File: src/rtl/pixel_mode_pipe_pkg.sv
// Shared types and defaults for the pixel mode pipeline.
// Latency: n/a (types and constants only).
// Backpressure: n/a.
package pixel_mode_pipe_pkg;

  localparam int DEF_CH_W         = 8;
  localparam int DEF_FRAME_PIXELS = 1024;

  // Per-frame processing mode. Any code with bit 2 set is illegal.
  typedef enum logic [2:0] {
    MODE_GRAY   = 3'b000,
    MODE_BYPASS = 3'b001,
    MODE_THRESH = 3'b010,
    MODE_INVERT = 3'b011
  } mode_t;

  typedef enum logic [1:0] {
    ST_IDLE  = 2'd0,
    ST_RUN   = 2'd1,
    ST_DRAIN = 2'd2
  } state_t;

  function automatic logic mode_legal(input logic [2:0] m);
    return !m[2];
  endfunction

endpackage

File: src/rtl/pixel_gray_stage.sv
// Luma arithmetic: sum = R + 2G + B, and gray = sum / 4 (truncating).
// Latency: purely combinational; the caller owns the pipeline registers.
// Backpressure: none, the caller gates its registers.
// Ports:
//   pixel_i : {R,G,B} input pixel, R in the MSBs
//   sum_o   : R + 2G + B at CH_W+2 bits (cannot overflow)
//   sum_i   : registered sum from the first pipeline stage
//   gray_o  : sum_i >> 2, CH_W bits
module pixel_gray_stage #(
  parameter int CH_W = 8
) (
  input  logic [3*CH_W-1:0] pixel_i,
  output logic [CH_W+1:0]   sum_o,
  input  logic [CH_W+1:0]   sum_i,
  output logic [CH_W-1:0]   gray_o
);

  logic [CH_W-1:0] r, g, b;

  assign r = pixel_i[3*CH_W-1:2*CH_W];
  assign g = pixel_i[2*CH_W-1:CH_W];
  assign b = pixel_i[CH_W-1:0];

  // Max value is 4*(2^CH_W - 1), which fits in CH_W+2 bits.
  assign sum_o  = {2'b00, r} + {1'b0, g, 1'b0} + {2'b00, b};
  assign gray_o = CH_W'(sum_i >> 2);

endmodule

File: src/rtl/pixel_mode_pipe.sv
// Frame-based pixel processor: GRAY / BYPASS / THRESH / INVERT per frame.
// Latency: 2 cycles from input handshake to out_valid_o, 1 pixel/cycle.
// Backpressure: both stages stall on out_valid_o && !out_ready_i; in_ready_o drops.
// Ports:
//   clk_i, reset_i           : clock, synchronous active-high reset
//   mode_i, thresh_i         : frame configuration, sampled on accepted frame start
//   frame_start_i            : frame start request (honoured only in IDLE)
//   in_valid_i/in_ready_o/in_pixel_i              : input stream
//   out_valid_o/out_ready_i/out_pixel_o/out_last_o : output stream
//   busy_o, frame_done_o, mode_err_o               : status
module pixel_mode_pipe
  import pixel_mode_pipe_pkg::*;
#(
  parameter  int CH_W         = DEF_CH_W,
  parameter  int FRAME_PIXELS = DEF_FRAME_PIXELS,
  localparam int RGB_W        = 3 * CH_W,
  localparam int CNT_W        = $clog2(FRAME_PIXELS + 1)
) (
  input  logic             clk_i,
  input  logic             reset_i,
  input  logic [2:0]       mode_i,
  input  logic [CH_W-1:0]  thresh_i,
  input  logic             frame_start_i,
  input  logic             in_valid_i,
  output logic             in_ready_o,
  input  logic [RGB_W-1:0] in_pixel_i,
  output logic             out_valid_o,
  input  logic             out_ready_i,
  output logic [RGB_W-1:0] out_pixel_o,
  output logic             out_last_o,
  output logic             busy_o,
  output logic             frame_done_o,
  output logic             mode_err_o
);

  localparam logic [CNT_W-1:0] FP_CNT  = CNT_W'(FRAME_PIXELS);
  localparam logic [CNT_W-1:0] FP_LAST = CNT_W'(FRAME_PIXELS - 1);

  state_t            state_q;
  logic [CNT_W-1:0]  count_q;
  mode_t             mode_q;
  logic [CH_W-1:0]   thresh_q;
  logic              frame_done_q;
  logic              mode_err_q;

  logic              s1_vld_q;
  logic              s1_last_q;
  logic [CH_W+1:0]   s1_sum_q;
  logic [RGB_W-1:0]  s1_pix_q;
  logic              out_vld_q;
  logic              out_last_q;
  logic [RGB_W-1:0]  out_pix_q;

  logic              pipe_en;
  logic              in_hs;
  logic              out_hs;
  logic [CH_W+1:0]   sum_d;
  logic [CH_W-1:0]   gray;
  logic [RGB_W-1:0]  out_pix_d;

  pixel_gray_stage #(.CH_W(CH_W)) u_gray (
    .pixel_i (in_pixel_i),
    .sum_o   (sum_d),
    .sum_i   (s1_sum_q),
    .gray_o  (gray)
  );

  assign pipe_en    = !out_vld_q || out_ready_i;
  assign in_ready_o = (state_q == ST_RUN) && pipe_en && (count_q < FP_CNT);
  assign in_hs      = in_valid_i && in_ready_o;
  assign out_hs     = out_vld_q && out_ready_i;

  assign out_valid_o  = out_vld_q;
  assign out_pixel_o  = out_pix_q;
  assign out_last_o   = out_last_q;
  assign busy_o       = (state_q != ST_IDLE);
  assign frame_done_o = frame_done_q;
  assign mode_err_o   = mode_err_q;

  // Stage-2 result selection; mode_q is frozen for the whole frame.
  always_comb begin
    out_pix_d = '0;
    case (mode_q)
      MODE_GRAY:   out_pix_d = {{(RGB_W-CH_W){1'b0}}, gray};
      MODE_BYPASS: out_pix_d = s1_pix_q;
      MODE_THRESH: out_pix_d = {{(RGB_W-CH_W){1'b0}},
                                (gray >= thresh_q) ? {CH_W{1'b1}} : {CH_W{1'b0}}};
      MODE_INVERT: out_pix_d = {{(RGB_W-CH_W){1'b0}}, ~gray};
      default:     out_pix_d = '0;
    endcase
  end

  // Two-stage pipeline. Data registers only load with a valid beat so the
  // held output pixel stays stable across bubbles and stalls.
  always_ff @(posedge clk_i) begin
    if (reset_i) begin
      s1_vld_q   <= 1'b0;
      s1_last_q  <= 1'b0;
      s1_sum_q   <= '0;
      s1_pix_q   <= '0;
      out_vld_q  <= 1'b0;
      out_last_q <= 1'b0;
      out_pix_q  <= '0;
    end else if (pipe_en) begin
      s1_vld_q   <= in_hs;
      s1_last_q  <= in_hs && (count_q == FP_LAST);
      if (in_hs) begin
        s1_sum_q <= sum_d;
        s1_pix_q <= in_pixel_i;
      end
      out_vld_q  <= s1_vld_q;
      out_last_q <= s1_vld_q && s1_last_q;
      if (s1_vld_q) begin
        out_pix_q <= out_pix_d;
      end
    end
  end

  // Frame control FSM with registered status pulses.
  always_ff @(posedge clk_i) begin
    if (reset_i) begin
      state_q      <= ST_IDLE;
      count_q      <= '0;
      mode_q       <= MODE_GRAY;
      thresh_q     <= '0;
      frame_done_q <= 1'b0;
      mode_err_q   <= 1'b0;
    end else begin
      frame_done_q <= 1'b0;
      mode_err_q   <= 1'b0;
      case (state_q)
        ST_IDLE: begin
          // The completion-pulse cycle is already IDLE, but a start
          // arriving alongside frame_done_o is deliberately dropped.
          if (frame_start_i && !frame_done_q) begin
            if (mode_legal(mode_i)) begin
              mode_q   <= mode_t'(mode_i);
              thresh_q <= thresh_i;
              count_q  <= '0;
              state_q  <= ST_RUN;
            end else begin
              mode_err_q <= 1'b1;
            end
          end
        end
        ST_RUN: begin
          if (in_hs) begin
            count_q <= count_q + 1'b1;
            if (count_q == FP_LAST) begin
              state_q <= ST_DRAIN;
            end
          end
        end
        ST_DRAIN: begin
          if (out_hs && out_last_q) begin
            frame_done_q <= 1'b1;
            state_q      <= ST_IDLE;
          end
        end
        default: state_q <= ST_IDLE;
      endcase
    end
  end

endmodule
File: config.mk
export PLATFORM = sky130hd
export DESIGN_NAME = pixel_mode_pipe
export DESIGN_NICKNAME = d
export VERILOG_FILES = /design/src/rtl/pixel_mode_pipe_pkg.sv /design/src/rtl/pixel_gray_stage.sv /design/src/rtl/pixel_mode_pipe.sv
export SDC_FILE = /design/constraint.sdc
export NUM_CORES = 1
export LEC_CHECK = 0
export ABC_AREA = 1
export ABC_CLOCK_PERIOD_IN_PS = 3450
export CAP_MARGIN = 20
export CORE_MARGIN = 10
export CORE_UTILIZATION = 57
export DETAILED_ROUTE_END_ITERATION = 8
export GPL_TIMING_DRIVEN = 0
export PLACE_DENSITY = 0.85
export SYNTH_ARGS = -nofsm -noshare
export SYNTH_HDL_FRONTEND = slang
export SYNTH_SLANG_ARGS = --single-unit
File: constraint.sdc
create_clock -name clk_i -period 3.45 [get_ports clk_i]
set_clock_uncertainty 0.2 [all_clocks]
set_input_delay 0.345 -clock clk_i [delete_from_list [all_inputs] [get_ports clk_i]]
set_output_delay 0.345 -clock clk_i [all_outputs]
set_load 0.05 [all_outputs]
==> metrics.yaml, run 1 <==
worstPathArrival_ns: 2.61
ys_ff_latch: 85
startpoint: "in_pixel_i[1]"
hold_ws_ns: 0.269
synth_seq_area_share_pct: 41.8
port_buffers: 69
antenna_cells: 0
grt_pass1_vias: 3617
via_per_inst: 5.40
slew-limit-headroom_pct: 60.5
period_share_pct: 73.8
yosys.area.top_type: "dfxtp_1"
dieWidth_um: 104
hold_class: "reg -> reg"
status: "complete, no violations"
fp.coreArea_um2: 6870
synth.distinct_cells: 28
fmax_ghz: 0.393
numCtsBuffers: 9
crit_end: "s1_sum_q[7]$_SDFFE_PP0P_"
cp_top_family: "adder cells"
grt.met1_usage_pct: 25.4
critPathRequiredTime_ns: 3.51
synthesis.nets: 603
cp.depth: 14
drtPass1Iterations: 5
htreeDepth: 3
cts_tree: "built"
yosysTopAreaCellShare_pct: 41.8
crit_type: "in -> reg"
pin_count: 70
fp.dieH_um: 104
ys_top_cells_by_area: "dfxtp_1, a21oi_1, nand2_1"
layout-drive-gt1-share_pct: 6.57
detail_route.wl_per_cell_um: 15.6
die_area_um2: 10900
yosysWarnings: 0
cts.clk_slew.worst_paths_ns: 0.09
syn_area_um2: 4070
route.vias.total: 3891
worstPathMaxFanout: 3
dpl_cell_area_um2: 4880
crit_top_cell: "inv_1"
globalRouteMet2Util_pct: 31.8
globalplace.congestion: 0.901
p_per_area_nw_per_um2: 431
clk_latency_ns: 0.37
post_cts_buffers: 0
cp-start-kind: "input port"
syn_area_per_cell_um2: 7.55
rows: 30
gr-usage-all-layers_pct: 20.3
postLayoutCellArea_um2: 5090
busiest_layer: "met2"
synth_cells: 539
crit_chain: "clkdlybuf4s50_1 -> inv_1 -> fa_1 -> inv_1 -> nand3_1 -> inv_1 -> fa_1 -> nand3_1 -> nand2_1 -> nand2_1 -> a21o_1 -> nand3_1 -> nand2_1 -> inv_1"
grt_overflow: 0
start_util_pct: 59.2
r2r-end: "state_q[0]$_SDFFE_PP0P_"
finalHoldViolCount: 0
grt_start_max_net_pins: 18
ctsHoldBuffers: 0
fin_setup_tns_ns: 0
drtAntennaViolNets: 0
cts_num_sinks: 85
antenna_found_initial: 0
critPathBufInv: 5
area_delta_synth_final_pct: 25.1
ff2ff_path_depth: 8
grt_pass1_wl_um: 18200
clock_path_buffers: 2
end_kind: "register"
drcViolationCount: 0
finalNetCount: 683
reg2reg_from: "count_q[0]$_SDFFE_PP0P_"
cpMaxStageDelayCell: "fa_1"
ir_worst_vdd_mv: 0.312
initialDrtViolationCount: 261
wirelength_um: 11200
root_buffer: "clkbuf_8"
period_needed_ns: 2.55
met3_usage_pct: 5.39
tightest_slew_ns: 0.593
hpwl_um: 8720
power.leakage_nw: 2.02
slowest_delay_ns: 0.53
rsz0062_at_grt: "no"
cts.repair.resized: 0
r2r_slack_ns: 1.65
maxCapViolCount: 0
setup_viol: 0
slew_viol_final: 0
cell usage in the layout (no fill, tap or decap):
| cell type | instances |
|---|---|
| clkinvlp_4 | 1 |
| bufinv_16 | 1 |
| nand3_4 | 1 |
| fa_1 | 8 |
| buf_6 | 5 |
| buf_4 | 5 |
| dfxtp_1 | 85 |
| nor2_4 | 3 |
| nor3_1 | 3 |
| xor2_1 | 1 |
| a21oi_1 | 80 |
| inv_8 | 2 |
| buf_1 | 1 |
| nand4_1 | 7 |
| inv_6 | 3 |
| xnor2_1 | 3 |
| clkbuf_8 | 9 |
| o21ai_0 | 60 |
| a21oi_2 | 2 |
| nand2_2 | 3 |
| a21o_1 | 2 |
| ha_1 | 16 |
| o21a_1 | 2 |
| o21ai_1 | 1 |
| nor2_1 | 50 |
| inv_2 | 3 |
| clkdlybuf4s50_1 | 69 |
| nor4_1 | 1 |
| nand3b_1 | 2 |
| clkbuf_1 | 10 |
| buf_2 | 3 |
| nand3_1 | 29 |
| inv_1 | 59 |
| nand2_1 | 94 |
metrics by stage:
step | setup slack [ns] | util (%) | power, mW | cells
finish | 0.905 | 74.1 | 2.19 | 720
global route | 0.741 | 74.1 | 2.29 | 720
CTS | 0.914 | 74.1 | 2.19 | 720
detailed placement | 0.533 | 71.0 | 1.45 | 704
global placement | 0.563 | 71.0 | 1.43 | 704
floorplan | 1.22 | - | 1.31 | 539
power breakdown:
group | switching, mW | internal, mW
clock | 0.409 | 0.353
sequential | 0.0200 | 1.01
combinational | 0.234 | 0.160
total | 0.663 | 1.53
tightest hold or removal path: cells and delay by family (launching register included):
| kind | cells | cell delay (ns) |
|---|---|---|
| flip-flops | 1 | 0.31 |
| buffers and inverters | 1 | 0.06 |
| AO/OA/AOI/OAI | 1 | 0.06 |
state kept, by name, indices dropped and copies added, names as in the netlist:
signal        count
out_last_o        1
state_q           2
mode_q            2
out_valid_o       1
count_q          11
thresh_q          8
frame_done_o      1
s1_last_q         1
s1_sum_q          8
s1_vld_q          1
mode_err_o        1
out_pixel_o      24
s1_pix_q         24
kinds of logic (layout without fill, tap and decap cells):
family                   count (synthesis)  in the layout  synth area share [%]
AO/OA/AOI/OAI                          147            147                  18.5
buffers and inverters                   86            171                  9.41
flip-flops                              85             85                  41.8
XOR/XNOR                                 4              4                 0.861
adder cells (fa/ha/maj)                 24             24                  8.86
AND/OR/NAND/NOR                        193            193                  20.5
per-layer routing:
| metal | vias to the layer above | part of all wire [%] |
|---|---|---|
| li1 | 1921 | - |
| met1 | 1808 | 44 |
| met2 | 134 | 46 |
| met3 | 28 | 7.2 |
| met4 | 0 | 2.7 |
| met5 | - | 0 |
worst min path at each step:
stage	depth (start not counted)	to	slack, ns	from
2_1_floorplan	2	s1_pix_q[0]$_SDFFE_PP0P_	0.23	s1_pix_q[0]$_SDFFE_PP0P_
3_3_place_gp	2	s1_pix_q[4]$_SDFFE_PP0P_	0.24	s1_pix_q[4]$_SDFFE_PP0P_
3_5_place_dp	2	s1_pix_q[1]$_SDFFE_PP0P_	0.25	s1_pix_q[1]$_SDFFE_PP0P_
4_1_cts	2	s1_pix_q[1]$_SDFFE_PP0P_	0.26	s1_pix_q[1]$_SDFFE_PP0P_
5_1_grt	2	s1_pix_q[0]$_SDFFE_PP0P_	0.28	s1_pix_q[0]$_SDFFE_PP0P_
6_report	2	thresh_q[4]$_SDFFE_PP0P_	0.27	thresh_q[4]$_SDFFE_PP0P_
Yosys cell counts (all sizes together):
master / count
nor2: 53
nor4: 1
nand2: 97
ha: 16
clkbuf: 10
nor3: 3
nand3b: 2
fa: 8
dfxtp: 85
o21ai: 61
o21a: 2
inv: 62
xor2: 1
buf: 14
a21o: 2
a21oi: 82
nand4: 7
nand3: 30
xnor2: 3
final cells by class:
cell class | count | area (µm²)
clock inverters | 7 | 86.3
fillers | 539 | 1780
plain buffers | 24 | 150
multi-input cells | 368 | 1980
clock buffers | 9 | 124
inverters | 62 | 233
well taps | 96 | 120
flip-flops and latches | 85 | 1700
repair buffers | 69 | 691
Power figures use the tool's default switching activity.
==> run 2, diff against run 1 <==
--- a/config.mk
+++ b/config.mk
@@ -6,13 +6,13 @@
 export NUM_CORES = 1
 export LEC_CHECK = 0
 export ABC_AREA = 1
-export ABC_CLOCK_PERIOD_IN_PS = 3450
+export ABC_CLOCK_PERIOD_IN_PS = 2300
 export CAP_MARGIN = 20
 export CORE_MARGIN = 10
-export CORE_UTILIZATION = 57
+export CORE_UTILIZATION = 48
 export DETAILED_ROUTE_END_ITERATION = 8
 export GPL_TIMING_DRIVEN = 0
-export PLACE_DENSITY = 0.85
+export PLACE_DENSITY = 0.76
 export SYNTH_ARGS = -nofsm -noshare
 export SYNTH_HDL_FRONTEND = slang
 export SYNTH_SLANG_ARGS = --single-unit
==> constraint.sdc (replaced) <==
create_clock -name clk_i -period 2.3 [get_ports clk_i]
set_clock_uncertainty 0.2 [all_clocks]
set_input_delay 0.23 -clock clk_i [delete_from_list [all_inputs] [get_ports clk_i]]
set_output_delay 0.23 -clock clk_i [all_outputs]
set_load 0.05 [all_outputs]
==> run 2 against run 1 <==
Via count is 1.5% lower. Clock power grew 31%. Combinational power grew 53%. Highest routed layer unchanged.
==> metrics.yaml, run 2 (synthesis results as in run 1) <==
reg2reg_from: "count_q[0]$_SDFFE_PP0P_"
power.leakage_nw: 2.01  # -0.72%
place_inst: 713  # +1.3%
start_util_pct: 49.5  # -9.7 points
hold_ws_ns: 0.139  # -0.130 ns
holdCritStartpoint: "in_pixel_i[1]"
antenna_found_initial: 0  # unchanged
die_area_um2: 12600  # +15%
hold_class: "in -> reg"
area_delta_synth_final_pct: 25.2  # about the same
antenna_cells: 0  # unchanged
ff2ff_path_depth: 8  # unchanged
cts_tree: "built"
holdPathEnd: "s1_pix_q[1]$_SDFFE_PP0P_"
instances_no_fill: 729  # +1.3%
clk_latency_ns: 0.37  # about the same
crit_top_cell: "nand2_1"
r2r_slack_ns: 0.52  # -1.13 ns
end_kind: "register"
tightest_slew_ns: 0.608  # +0.0152 ns
grt_overflow: 0  # unchanged
fp.dieH_um: 112  # +7.3%
initialDrtViolationCount: 203  # -22%
cpMaxStageDelayCell: "fa_1"
holdPathStages: 3  # +1
dieWidth_um: 112  # +7.3%
globalplace.congestion: 0.870  # -3.4%
ir_worst_vdd_mv: 0.334  # +7.1%
fin_setup_tns_ns: 0  # unchanged
maxCapViolCount: 0  # unchanged
finalHoldViolCount: 0  # unchanged
critPathBufInv: 1  # -4
finalNetCount: 683  # unchanged
clock_path_buffers: 2  # unchanged
status: "complete, no violations"
ctsHoldBuffers: 0  # unchanged
final_cell_mix: "nand2_1, dfxtp_1, a21oi_1, clkdlybuf4s50_1, o21ai_0"
route.vias.total: 3834  # -1.5%
grt_pass1_wl_um: 17900  # -1.4%
drtPass1Iterations: 4  # -1
worstPathMaxFanout: 3  # unchanged
slew-limit-headroom_pct: 59.5  # -1.0 points
setup_viol: 0  # unchanged
critPathRequiredTime_ns: 2.35  # -1.16 ns
period_share_pct: 98.2
cp_top_family: "adder cells"
drcViolationCount: 0  # unchanged
r2r-end: "state_q[0]$_SDFFE_PP0P_"
fp.coreArea_um2: 8220  # +20%
wirelength_um: 11000  # -1.8%
drtAntennaViolNets: 0  # unchanged
slowest_delay_ns: 0.57  # +0.04 ns
worstPathArrival_ns: 2.31  # -0.30 ns
via_per_inst: 5.26  # -2.7%
slew_viol_final: 0  # unchanged
rsz0062_at_grt: "yes"
layout-drive-gt1-share_pct: 7.69  # +1.1 points
cts.clk_slew.worst_paths_ns: 0.09  # about the same
hpwl_um: 8560  # -1.9%
rows: 33  # +10%
fmax_ghz: 0.443
p_per_area_nw_per_um2: 620  # +44%
final_common_cell: "nand2_1"
grt_pass1_vias: 3662  # +1.2%
cts_num_sinks: 85  # unchanged
gr-usage-all-layers_pct: 17.1  # -3.2 points
numCtsBuffers: 9  # unchanged
htreeDepth: 3  # unchanged
pin_count: 70  # unchanged
root_buffer: "clkbuf_8"
crit_chain: "clkdlybuf4s50_1 -> fa_1 -> ha_1 -> nand2_1 -> o21ai_1 -> nand2_1 -> nand3_1 -> nand2_1 -> nor2_1 -> nor2_1"
crit_type: "in -> reg"
period_needed_ns: 2.26
detail_route.wl_per_cell_um: 15.1  # -3.0%
port_buffers: 69  # unchanged
cp-start-kind: "input port"
grt_start_max_net_pins: 17  # -1
## run 2: cell count changes in the layout (fill, tap and decap cells not counted), sizes merged
cell | before | now
inv | 67 | 64
clkinvlp | 1 | 2
clkdlybuf4s50 | 69 | 67
bufinv | 1 | 0
dlygate4sd2 | 0 | 2
clkinv | 0 | 3
## run 2: how the worst max path moves through the flow
stage                        from                        to  slack [ns]  cells after the start
finish              in_pixel_i[2]  s1_sum_q[8]$_SDFFE_PP0P_        0.04                     10
global route        in_pixel_i[2]  s1_sum_q[8]$_SDFFE_PP0P_       -0.02                     10
CTS                 in_pixel_i[8]  s1_sum_q[7]$_SDFFE_PP0P_        0.04                     14
detailed placement  in_pixel_i[1]  s1_sum_q[7]$_SDFFE_PP0P_       -0.49                     14
global placement    in_pixel_i[1]  s1_sum_q[7]$_SDFFE_PP0P_       -0.47                     14
floorplan           in_pixel_i[1]  s1_sum_q[7]$_SDFFE_PP0P_        0.19                     13
## run 2: stage by stage
stage	instance area, µm²	util, %	total power, mW	setup WS (ns)
after floorplan	4070	-	1.96	0.187
after CTS	5080	61.8	3.15	0.0385
after global placement	4890	59.5	2.15	-0.472
after global routing	5090	62.0	3.30	-0.0205
final	5090	62.0	3.16	0.0418
after detailed placement	4890	59.5	2.17	-0.493
## run 2: area by class of cell
class                   instances  area (µm²)
plain buffers                  24         150
well taps                     105         131
clock inverters                 7        58.8
multi-input cells             368        2010
inverters                      62         233
clock buffers                   9         124
fillers                       725        3120
flip-flops and latches         85        1700
repair buffers                 69         688
## run 2: tightest hold or removal path, stage by stage
cell	delay, ns
dlygate4sd2_1	0.23
o21ai_0	0.10
a21oi_1	0.11
## run 2: report_power, final
group | switching (mW) | internal (mW) | total (mW) | leakage, nW
clock network | 0.600 | 0.405 | 1.00 | 0.0864
registers | 0.0291 | 1.52 | 1.55 | 0.690
logic | 0.357 | 0.246 | 0.603 | 1.23
total | 0.986 | 2.17 | 3.16 | 2.01
## run 2: timing repair
action                     CTS  global route
setup endpoints to repair    5             3
gates resized for setup      5             6
pin swaps                    0             2
setup buffers                0             0
## run 2: routing by layer
metal	vias to the layer above	part of all wire, %	GRT usage (%)	wire, µm
met5	-	0	0	0
met4	0	2.7	6.94	297
met3	27	6.8	3.94	752
met2	120	47	28.4	5200
met1	1765	43	20.9	4760
li1	1922	-	-	-
==> run 3, diff against run 2 <==
--- a/config.mk
+++ b/config.mk
@@ -11,8 +11,9 @@
 export CORE_MARGIN = 10
 export CORE_UTILIZATION = 48
 export DETAILED_ROUTE_END_ITERATION = 8
-export GPL_TIMING_DRIVEN = 0
+export GPL_TIMING_DRIVEN = 1
 export PLACE_DENSITY = 0.76
 export SYNTH_ARGS = -nofsm -noshare
 export SYNTH_HDL_FRONTEND = slang
 export SYNTH_SLANG_ARGS = --single-unit
+export TNS_END_PERCENT = 30
==> run 3 against run 2 <==
Via count shrank 1.3%. Critical endpoint is now s1_sum_q[3]$_SDFFE_PP0P_. Sequential cell count did not move. Global-route usage down 0.84 points. Sequential share of layout area down 0.97 points. Final area is 3.0% higher. Non-clock buffer count is the same. Power up 12%. First-iteration DRC count decreased by 30%. Utilization is 1.9 points higher. Hold slack lost 0.088 ns. Register-to-register slack is essentially flat.
==> metrics.yaml, run 3 (synthesis results as in run 1) <==
status: "complete, no violations"
end_kind: "register"
met3_usage_pct: 3.57  # -0.37 points
initialDrtViolationCount: 142  # -30%
hold_class: "in -> reg"
postLayoutCellArea_um2: 5250  # +3.0%
gr-usage-all-layers_pct: 16.2  # -0.84 points
root_buffer: "clkbuf_8"
area_delta_synth_final_pct: 28.9
hold_ws_ns: 0.0505  # -0.0883 ns
globalRouteMet2Util_pct: 26.8  # -1.6 points
grt_pass1_vias: 3678  # +0.44%
pin_count: 70  # unchanged
finalHoldViolCount: 0  # unchanged
port_buffers: 69  # unchanged
numCtsBuffers: 9  # unchanged
period_share_pct: 96.4  # -1.8 points
clock_path_buffers: 2  # unchanged
ir_worst_vdd_mv: 0.424  # +27%
dpl_cell_area_um2: 4940  # +1.0%
layout-drive-gt1-share_pct: 9.62  # +1.9 points
tightest_slew_ns: 0.517  # -0.0911 ns
die_area_um2: 12600  # unchanged
antenna_found_initial: 0  # unchanged
cts_num_sinks: 85  # unchanged
fp.dieH_um: 112  # unchanged
grt_pass1_wl_um: 17400  # -2.7%
drtAntennaViolNets: 0  # unchanged
finalNetCount: 683  # unchanged
start_util_pct: 49.5  # unchanged
slew-limit-headroom_pct: 65.4  # +6.0 points
r2r_slack_ns: 0.52  # about the same
route.vias.total: 3786  # -1.3%
rows: 33  # unchanged
ctsHoldBuffers: 0  # unchanged
maxCapViolCount: 0  # unchanged
p_per_area_nw_per_um2: 675  # +8.8%
cts_tree: "built"
final_common_cell: "nand2_1"
setup_viol: 0  # unchanged
grt_overflow: 0  # unchanged
globalplace.congestion: 0.846  # -2.7%
hpwl_um: 7910  # -7.6%
slew_viol_final: 0  # unchanged
antenna_cells: 0  # unchanged
grt_start_max_net_pins: 38  # +21
drcViolationCount: 0  # unchanged
wirelength_um: 10600  # -4.1%
worstPathArrival_ns: 2.28  # -0.03 ns
drtPass1Iterations: 4  # unchanged
via_per_inst: 5.19  # -1.3%
fp.coreArea_um2: 8220  # unchanged
htreeDepth: 3  # unchanged
period_needed_ns: 2.22  # -0.0418 ns
busiest_layer: "met2"
critPathRequiredTime_ns: 2.37  # +0.02 ns
crit_type: "in -> reg"
cts.clk_slew.worst_paths_ns: 0.10  # about the same
fin_util_pct: 63.8  # +1.9 points
power.leakage_nw: 2.11  # +5.5%
grt.met1_usage_pct: 20.2  # -0.65 points
clk_latency_ns: 0.37  # about the same
detail_route.wl_per_cell_um: 14.5  # -4.1%
fmax_ghz: 0.451  # +1.9%
cp-start-kind: "input port"
dieWidth_um: 112  # unchanged
worstPathMaxFanout: 2  # -1
final_cell_mix: "nand2_1, dfxtp_1, a21oi_1, clkdlybuf4s50_1, o21ai_0"
==> run 3: final timing paths <==
| check | start | to | cells after the start |
|---|---|---|---|
| min reg2reg | s1_pix_q[6]$_SDFFE_PP0P_ | s1_pix_q[6]$_SDFFE_PP0P_ | 2 |
| max | in_pixel_i[8] | s1_sum_q[3]$_SDFFE_PP0P_ | 11 |
| min | in_pixel_i[10] | s1_pix_q[10]$_SDFFE_PP0P_ | 3 |
| max reg2reg | thresh_q[1]$_SDFFE_PP0P_ | out_pixel_o[0]$_SDFFE_PP0P_ | 10 |
==> run 3: per-stage QoR <==
| step | total power, mW | instances | setup TNS, ns | setup slack, ns |
|---|---|---|---|---|
| after floorplan | 1.96 | 539 | 0 | 0.187 |
| after global placement | 2.19 | 711 | -2.12 | -0.389 |
| after detailed placement | 2.21 | 711 | -2.47 | -0.431 |
| after CTS | 3.52 | 727 | 0 | 0.00728 |
| after global routing | 3.70 | 729 | -0.00149 | -0.00149 |
| final | 3.54 | 729 | 0 | 0.0836 |
==> run 3: timing repair <==
| item | CTS | global route |
|---|---|---|
| buffers inserted | 0 | 2 |
| gates cloned | 0 | 0 |
| setup endpoints to repair | 1 | 6 |
| gates resized for setup | 2 | 8 |
| pin swaps | 0 | 4 |
==> run 3: worst max-delay path, cell delays in order <==
cell             delay (ns)
clkdlybuf4s50_1        0.48
inv_2                  0.05
fa_1                   0.50
inv_1                  0.05
nand3_2                0.07
inv_1                  0.06
fa_2                   0.37
buf_4                  0.14
buf_4                  0.12
xnor2_1                0.13
a21oi_1                0.09
==> run 3: area by class of cell <==
| type | count | area (µm²) |
|---|---|---|
| inverters | 62 | 233 |
| fillers | 745 | 2970 |
| well taps | 105 | 131 |
| flip-flops and latches | 85 | 1700 |
| repair buffers | 93 | 913 |
| clock inverters | 7 | 129 |
| multi-input cells | 368 | 2010 |
| clock buffers | 9 | 124 |
==> run 3: report_power, final <==
group          switching (mW)  internal, mW  leakage, nW
clock network           0.595         0.740        0.124
registers              0.0292          1.52        0.690
logic                   0.360         0.294         1.30
total                   0.984          2.56         2.11
==> run 3: per-layer routing <==
metal	wire length, µm	vias up
met4	267	0
met5	0	-
met3	580	24
li1	-	1933
met2	5030	101
met1	4680	1728
